==> config.mk <==
export PLATFORM = sky130hd
export DESIGN_NAME = fine_sync_ctrl
export DESIGN_NICKNAME = d
export VERILOG_FILES = /design/src/rtl/fine_sync_ctrl.sv
export SDC_FILE = /design/constraint.sdc
export NUM_CORES = 1
export LEC_CHECK = 0
export ABC_CLOCK_PERIOD_IN_PS = 2700
export CAP_MARGIN = 10
export CORE_MARGIN = 5
export CORE_UTILIZATION = 45
export DETAILED_ROUTE_END_ITERATION = 10
export GPL_TIMING_DRIVEN = 0
export PLACE_DENSITY = 0.87
export REMOVE_ABC_BUFFERS = 1
export SYNTH_ARGS = -nofsm -noshare
export SYNTH_HDL_FRONTEND = slang
export SYNTH_SLANG_ARGS = --single-unit
==> constraint.sdc <==
create_clock -name clk -period 2.7 [get_ports clk]
set_input_delay 0.54 -clock clk [delete_from_list [all_inputs] [get_ports clk]]
set_output_delay 0.54 -clock clk [all_outputs]
set_load 0.01 [all_outputs]
==> src/rtl/fine_sync_ctrl.sv <==
// Sequencer for the fine-timing correlator: resets it, loads the preamble reference,
// then streams one gap-free burst per coarse detection and reports the peak index.
module fine_sync_ctrl #(
   parameter int unsigned W       = 13,
   parameter int unsigned PRE_LEN = 63,
   parameter int unsigned MAX_RUN = 140,
   parameter int unsigned RST_CYC = 2
) (
   input  logic         clk,
   input  logic         rst,
   input  logic         enable,
   input  logic         coarse_det,
   input  logic         in_valid,
   input  logic [W-1:0] in_real,
   input  logic [W-1:0] in_imag,
   output logic         pre_rd,
   output logic [5:0]   pre_addr,
   input  logic [W-1:0] pre_real,
   input  logic [W-1:0] pre_imag,
   output logic         corr_rst,
   output logic         corr_preamble_valid,
   output logic         corr_input_valid,
   output logic [W-1:0] corr_real,
   output logic [W-1:0] corr_imag,
   input  logic [7:0]   corr_fine_num,
   input  logic         corr_fine_done,
   output logic         sync_valid,
   output logic [7:0]   sync_offset,
   output logic         sync_err,
   output logic         busy
);

   localparam int unsigned AW = 6;
   localparam int unsigned CW = $clog2(MAX_RUN + 1);

   typedef enum logic [2:0] {
      S_IDLE, S_CRST, S_LOAD, S_ARMED, S_RUN, S_DONE
   } state_e;

   state_e          state_q;
   logic [CW-1:0]   cnt_q;
   logic            pre_rd_q;
   logic [AW-1:0]   pre_addr_q;
   logic            rd_d1_q;
   logic            corr_rst_q;
   logic            pv_q;
   logic            civ_q;
   logic [W-1:0]    corr_real_q;
   logic [W-1:0]    corr_imag_q;
   logic            sync_valid_q;
   logic [7:0]      sync_offset_q;
   logic            sync_err_q;
   logic            busy_q;

   // Sequencer; every output is a register updated alongside the state.
   always_ff @(posedge clk or negedge rst) begin
      if (!rst) begin
         state_q       <= S_IDLE;
         cnt_q         <= '0;
         pre_rd_q      <= 1'b0;
         pre_addr_q    <= '0;
         rd_d1_q       <= 1'b0;
         corr_rst_q    <= 1'b1;
         pv_q          <= 1'b0;
         civ_q         <= 1'b0;
         corr_real_q   <= '0;
         corr_imag_q   <= '0;
         sync_valid_q  <= 1'b0;
         sync_offset_q <= '0;
         sync_err_q    <= 1'b0;
         busy_q        <= 1'b0;
      end else begin
         sync_valid_q <= 1'b0;
         sync_err_q   <= 1'b0;
         if (!enable) begin
            state_q     <= S_IDLE;
            cnt_q       <= '0;
            pre_rd_q    <= 1'b0;
            pre_addr_q  <= '0;
            rd_d1_q     <= 1'b0;
            corr_rst_q  <= 1'b0;
            pv_q        <= 1'b0;
            civ_q       <= 1'b0;
            corr_real_q <= '0;
            corr_imag_q <= '0;
            busy_q      <= 1'b0;
         end else begin
            case (state_q)
               S_IDLE: begin
                  state_q    <= S_CRST;
                  cnt_q      <= '0;
                  corr_rst_q <= 1'b1;
                  busy_q     <= 1'b1;
               end
               S_CRST: begin
                  if (cnt_q == CW'(RST_CYC - 1)) begin
                     state_q    <= S_LOAD;
                     cnt_q      <= '0;
                     corr_rst_q <= 1'b0;
                     pre_rd_q   <= 1'b1;
                     pre_addr_q <= '0;
                  end else begin
                     cnt_q <= cnt_q + 1'b1;
                  end
               end
               S_LOAD: begin
                  // ROM data lands one cycle after the read and is re-registered onto the bus.
                  rd_d1_q     <= pre_rd_q;
                  pv_q        <= rd_d1_q;
                  corr_real_q <= rd_d1_q ? pre_real : '0;
                  corr_imag_q <= rd_d1_q ? pre_imag : '0;
                  if (pre_rd_q) begin
                     if (pre_addr_q == AW'(PRE_LEN - 1)) begin
                        pre_rd_q   <= 1'b0;
                        pre_addr_q <= '0;
                     end else begin
                        pre_addr_q <= pre_addr_q + 1'b1;
                     end
                  end
                  if (!pre_rd_q && !rd_d1_q && pv_q) begin
                     state_q <= S_ARMED;
                     busy_q  <= 1'b0;
                  end
               end
               S_ARMED: begin
                  if (coarse_det) begin
                     state_q <= S_RUN;
                     cnt_q   <= '0;
                     busy_q  <= 1'b1;
                  end
               end
               S_RUN: begin
                  if (corr_fine_done) begin
                     state_q       <= S_DONE;
                     civ_q         <= 1'b0;
                     corr_real_q   <= '0;
                     corr_imag_q   <= '0;
                     sync_valid_q  <= 1'b1;
                     sync_offset_q <= corr_fine_num;
                  end else if (!in_valid || cnt_q == CW'(MAX_RUN - 1)) begin
                     // A gap would silently clear the correlator, so it is treated like a timeout.
                     state_q     <= S_CRST;
                     cnt_q       <= '0;
                     corr_rst_q  <= 1'b1;
                     civ_q       <= 1'b0;
                     corr_real_q <= '0;
                     corr_imag_q <= '0;
                     sync_err_q  <= 1'b1;
                  end else begin
                     civ_q       <= 1'b1;
                     corr_real_q <= in_real;
                     corr_imag_q <= in_imag;
                     cnt_q       <= cnt_q + 1'b1;
                  end
               end
               S_DONE: begin
                  state_q <= S_ARMED;
                  busy_q  <= 1'b0;
               end
               default: begin
                  state_q <= S_IDLE;
                  busy_q  <= 1'b0;
               end
            endcase
         end
      end
   end

   assign pre_rd              = pre_rd_q;
   assign pre_addr            = pre_addr_q;
   assign corr_rst            = corr_rst_q;
   assign corr_preamble_valid = pv_q;
   assign corr_input_valid    = civ_q;
   assign corr_real           = corr_real_q;
   assign corr_imag           = corr_imag_q;
   assign sync_valid          = sync_valid_q;
   assign sync_offset         = sync_offset_q;
   assign sync_err            = sync_err_q;
   assign busy                = busy_q;

endmodule
==> summary.md <==
| Metric | Value |
|---|---|
| Measured slew at the worst slew-check pin | 0.823 ns |
| FF+latch area | 1480 um2 |
| Antenna diode instance count | 0 |
| Tmin final | 2.49 ns |
| Critical path fanouts, max | 14 |
| Number of levels in the clock H-tree | 3 |
| Clock tree from TritonCTS | built |
| Hold slack | 0.159 ns |
| Portion of synthesized cell area occupied by the leading cell type | 0.470 |
| Result of the run | finished clean |
| Clock-pin slew on the worst setup and hold paths | 0.07 ns |
| Synthesis-to-finish area growth | 46.6% |
| Setup Viol. Count Final | 0 |
| DR DRC count | 0 |
| Worst IR drop on VDD | 0.000316 V |
| I/O pin count | 113 |
| Setup repair after global routing missed its margin | false |
| Placeable core region | 6760 um2 |
| Proportion of synthesized flip-flops having asynchronous set or reset | 1.00 |
| Remaining antenna violation count after routing | 0 |
| Maximum number of pins on one net before global-route repair | 41 |
| Worst min-delay path class | input port to async pin |
| Fin. Hold Viols | 0 |
| Maximum operating frequency | 0.401 GHz |
| Global route overflow | 0 |
| Dominant synthesized flop cell | sky130_fd_sc_hd__dfrtp_1 |
| Endpoint arrival time on the critical path | 2.71 ns |
| Cell Area, Synth | 3090 um2 |
| Area enclosed by the die boundary | 8620 um2 |
| Die Width | 92.9 um |
| Total power density per cell area | 494 nW/um2 |
| Start-to-end type of the worst setup path | input port to flop |
| Largest clock skew in the final design | 0.0133 ns |
| Initial DRC count | 220 |
| Worst rel slew slack | 0.451 |
| Fraction of final layout cells with drive strength greater than 1 | 0.102 |
| Detailed-route wire length per cell | 16.9 um |
| Post-layout total power | 2240 uW |
| Instance count after placement with tap cells included | 514 |
| GR Util All Layers | 0.215 |
| Number of iterations in the first detailed-routing pass | 5 |
| Synthesis-stage register bit count | 59 |
| Worst-case clock buffer depth | 2 |
| Number of buffers added on ports | 112 |
| Static leakage power | 0.00185 uW |
| Detailed-route wire length | 8970 um |
| Detailed-route via count | 3011 |
| Via-per-instance ratio | 5.68 |
| Routability cong. | 0.859 |
| Number of sinks on the clock net | 59 |
| Total of hold buffers inserted after clock tree synthesis | 0 |
| Layout net count | 515 |
| Number of buffers created by CTS | 9 |
| Number of rows created at floorplan | 30 |
| Max cap viols | 0 |
| Detail Placement HPWL | 6360 um |
| Area taken by multi-input logic gates | 1490 um2 |
| Seq/Total Area, Yosys | 0.478 |
| Worst-case setup slack after placement | -0.370 ns |
| Initial cell density of the core | 0.457 |
| Global-route wire length before repair | 14700 um |
| Number of distinct standard cells referenced by the synthesized netlist | 47 |
| Final number of max-transition violations | 0 |
| Total of warnings raised by yosys | 0 |
| Vias in the first global route | 2981 |
| Cell chosen for the clock root | sky130_fd_sc_hd__clkbuf_8 |
| Number of cells in the finished layout apart from fillers | 530 |
| Clk Latency, worst-skew pair | 0.34 ns |
| Fillers | 523 |
| Worst setup EP type | flop |
| Final period util | 0.924 |
| Mean instance size in the synthesized netlist | 9.14 um2 |
| Min setup slack post-route | 0.206 ns |
| Number of antenna violations at the first check in global routing | 0 |
| Yosys top cell by area | sky130_fd_sc_hd__dfrtp_1 |
| Top cells by area in the synthesized netlist | sky130_fd_sc_hd__dfrtp_1 (47%), sky130_fd_sc_hd__nand2_1 (6.1%), sky130_fd_sc_hd__o31ai_1 (6.1%) |
| Number of flops mapped to enable cells by yosys | 0 |
| Number of instances in the synthesized netlist | 338 |
| Startpoint types | input port |
| Floorplan die height | 92.9 um |
| Data required time of the critical path | 2.92 ns |
[power breakdown]
| group | internal [uW] | leakage (uW) | switching, uW | total (uW) |
|---|---|---|---|---|
| registers | 922 | 0.000809 | 46.0 | 968 |
| clock network | 569 | 0.000113 | 347 | 916 |
| logic | 202 | 0.000928 | 151 | 353 |
[worst max-delay path, cell delays in order]
cell and delay (ns):
sky130_fd_sc_hd__clkdlybuf4s50_1 0.71, sky130_fd_sc_hd__inv_1 0.37, sky130_fd_sc_hd__nor2_2 0.39, sky130_fd_sc_hd__nand2_1 0.33, sky130_fd_sc_hd__mux2_2 0.36
[registers in the layout, indices dropped and copies added, names as in the netlist, 3 cells and up]
register / count
corr_imag: 13
sync_offset: 8
cnt_q: 8
pre_addr: 6
state_q: 3
corr_real: 13
[per-stage QoR]
| step | util | TNS [ns] | area (um2) |
|---|---|---|---|
| after global placement | 0.621 | -82.89 | 4200 |
| after global routing | 0.670 | 0 | 4530 |
| after floorplan | - | -2.16 | 2970 |
| after detailed placement | 0.633 | -9.79 | 4280 |
| final | 0.670 | 0 | 4530 |
| after CTS | 0.668 | 0 | 4510 |
[Yosys cell counts, types with 3 or more instances]
library cell,number
sky130_fd_sc_hd__ha_1,4
sky130_fd_sc_hd__or3_1,3
sky130_fd_sc_hd__a31oi_1,5
sky130_fd_sc_hd__mux2i_1,3
sky130_fd_sc_hd__dfrtp_1,58
sky130_fd_sc_hd__o21ai_0,15
sky130_fd_sc_hd__nor2b_1,5
sky130_fd_sc_hd__nor2_1,41
sky130_fd_sc_hd__and3_1,3
sky130_fd_sc_hd__clkbuf_1,15
sky130_fd_sc_hd__nand3_1,15
sky130_fd_sc_hd__clkbuf_8,3
sky130_fd_sc_hd__o31ai_1,25
sky130_fd_sc_hd__o311ai_0,5
sky130_fd_sc_hd__o211ai_1,4
sky130_fd_sc_hd__nand2_1,50
sky130_fd_sc_hd__a21oi_1,31
sky130_fd_sc_hd__inv_1,10
sky130_fd_sc_hd__mux2_2,8
[per-layer routing]
metal | wire length [um] | vias up | track usage
met5 | 0 | - | 0
met4 | 178 | 0 | 0.101
met3 | 553 | 15 | 0.0463
met2 | 4640 | 122 | 0.361
met1 | 3600 | 1451 | 0.263
li1 | - | 1423 | -
[final timing paths]
check / cells past startpoint / startpoint / end / slack (ns)
min in group clk: 2 / corr_imag[6]$_DFFE_PN0P_ / corr_imag[6]$_DFFE_PN0P_ / 0.47
max in group asynchronous: 2 / rst / corr_real[6]$_DFFE_PN0P_ / 1.94
hold reg to reg: 2 / corr_imag[6]$_DFFE_PN0P_ / corr_imag[6]$_DFFE_PN0P_ / 0.47
setup / recovery: 5 / enable / sync_offset[7]$_DFFE_PN0P_ / 0.21
setup reg to reg: 5 / state_q[1]$_DFFE_PN0P_ / cnt_q[6]$_DFFE_PN0P_ / 0.24
hold / removal: 1 / rst / sync_offset[1]$_DFFE_PN0P_ / 0.16
[cells by family after synthesis]
kind of cell    after synthesis  share of synthesized area
flops                        59                      0.478
simple gates                134                      0.201
xor+xnor                      2                    0.00567
compound gates               97                      0.207
fa+ha+maj                     5                     0.0194
buf+inv                      30                     0.0498
mux                          11                     0.0389
[repair_timing]
| item | 4_1_cts | 5_1_grt |
|---|---|---|
| setup buffers | 0 | 0 |
| gates resized for setup | 2 | 4 |
| endpoints found under the setup margin | 34 | 39 |
[cell type report]
class	count	share of cell area
clock buffers	12	0.0343
well taps	80	0.0221
multi-input cells	249	0.330
inverters	10	0.00829
repair buffers	116	0.264
clock inverters	4	0.0160
flip-flops and latches	59	0.326
[cells in the final DEF (no fill, tap or decap), drive strengths merged, types with 3 or more instances in the layout]
cell type / instances
ha: 4
clkbuf: 12
or3: 4
and3: 4
o21ai: 15
a21oi: 31
nand2: 50
dfrtp: 58
clkdlybuf4s50: 111
buf: 5
inv: 10
o311ai: 5
mux2: 8
a31oi: 5
mux2i: 3
nand3: 15
o31ai: 26
nor2b: 5
o211ai: 4
nor2: 41
Note: power is estimated with default switching activity, not from simulation.
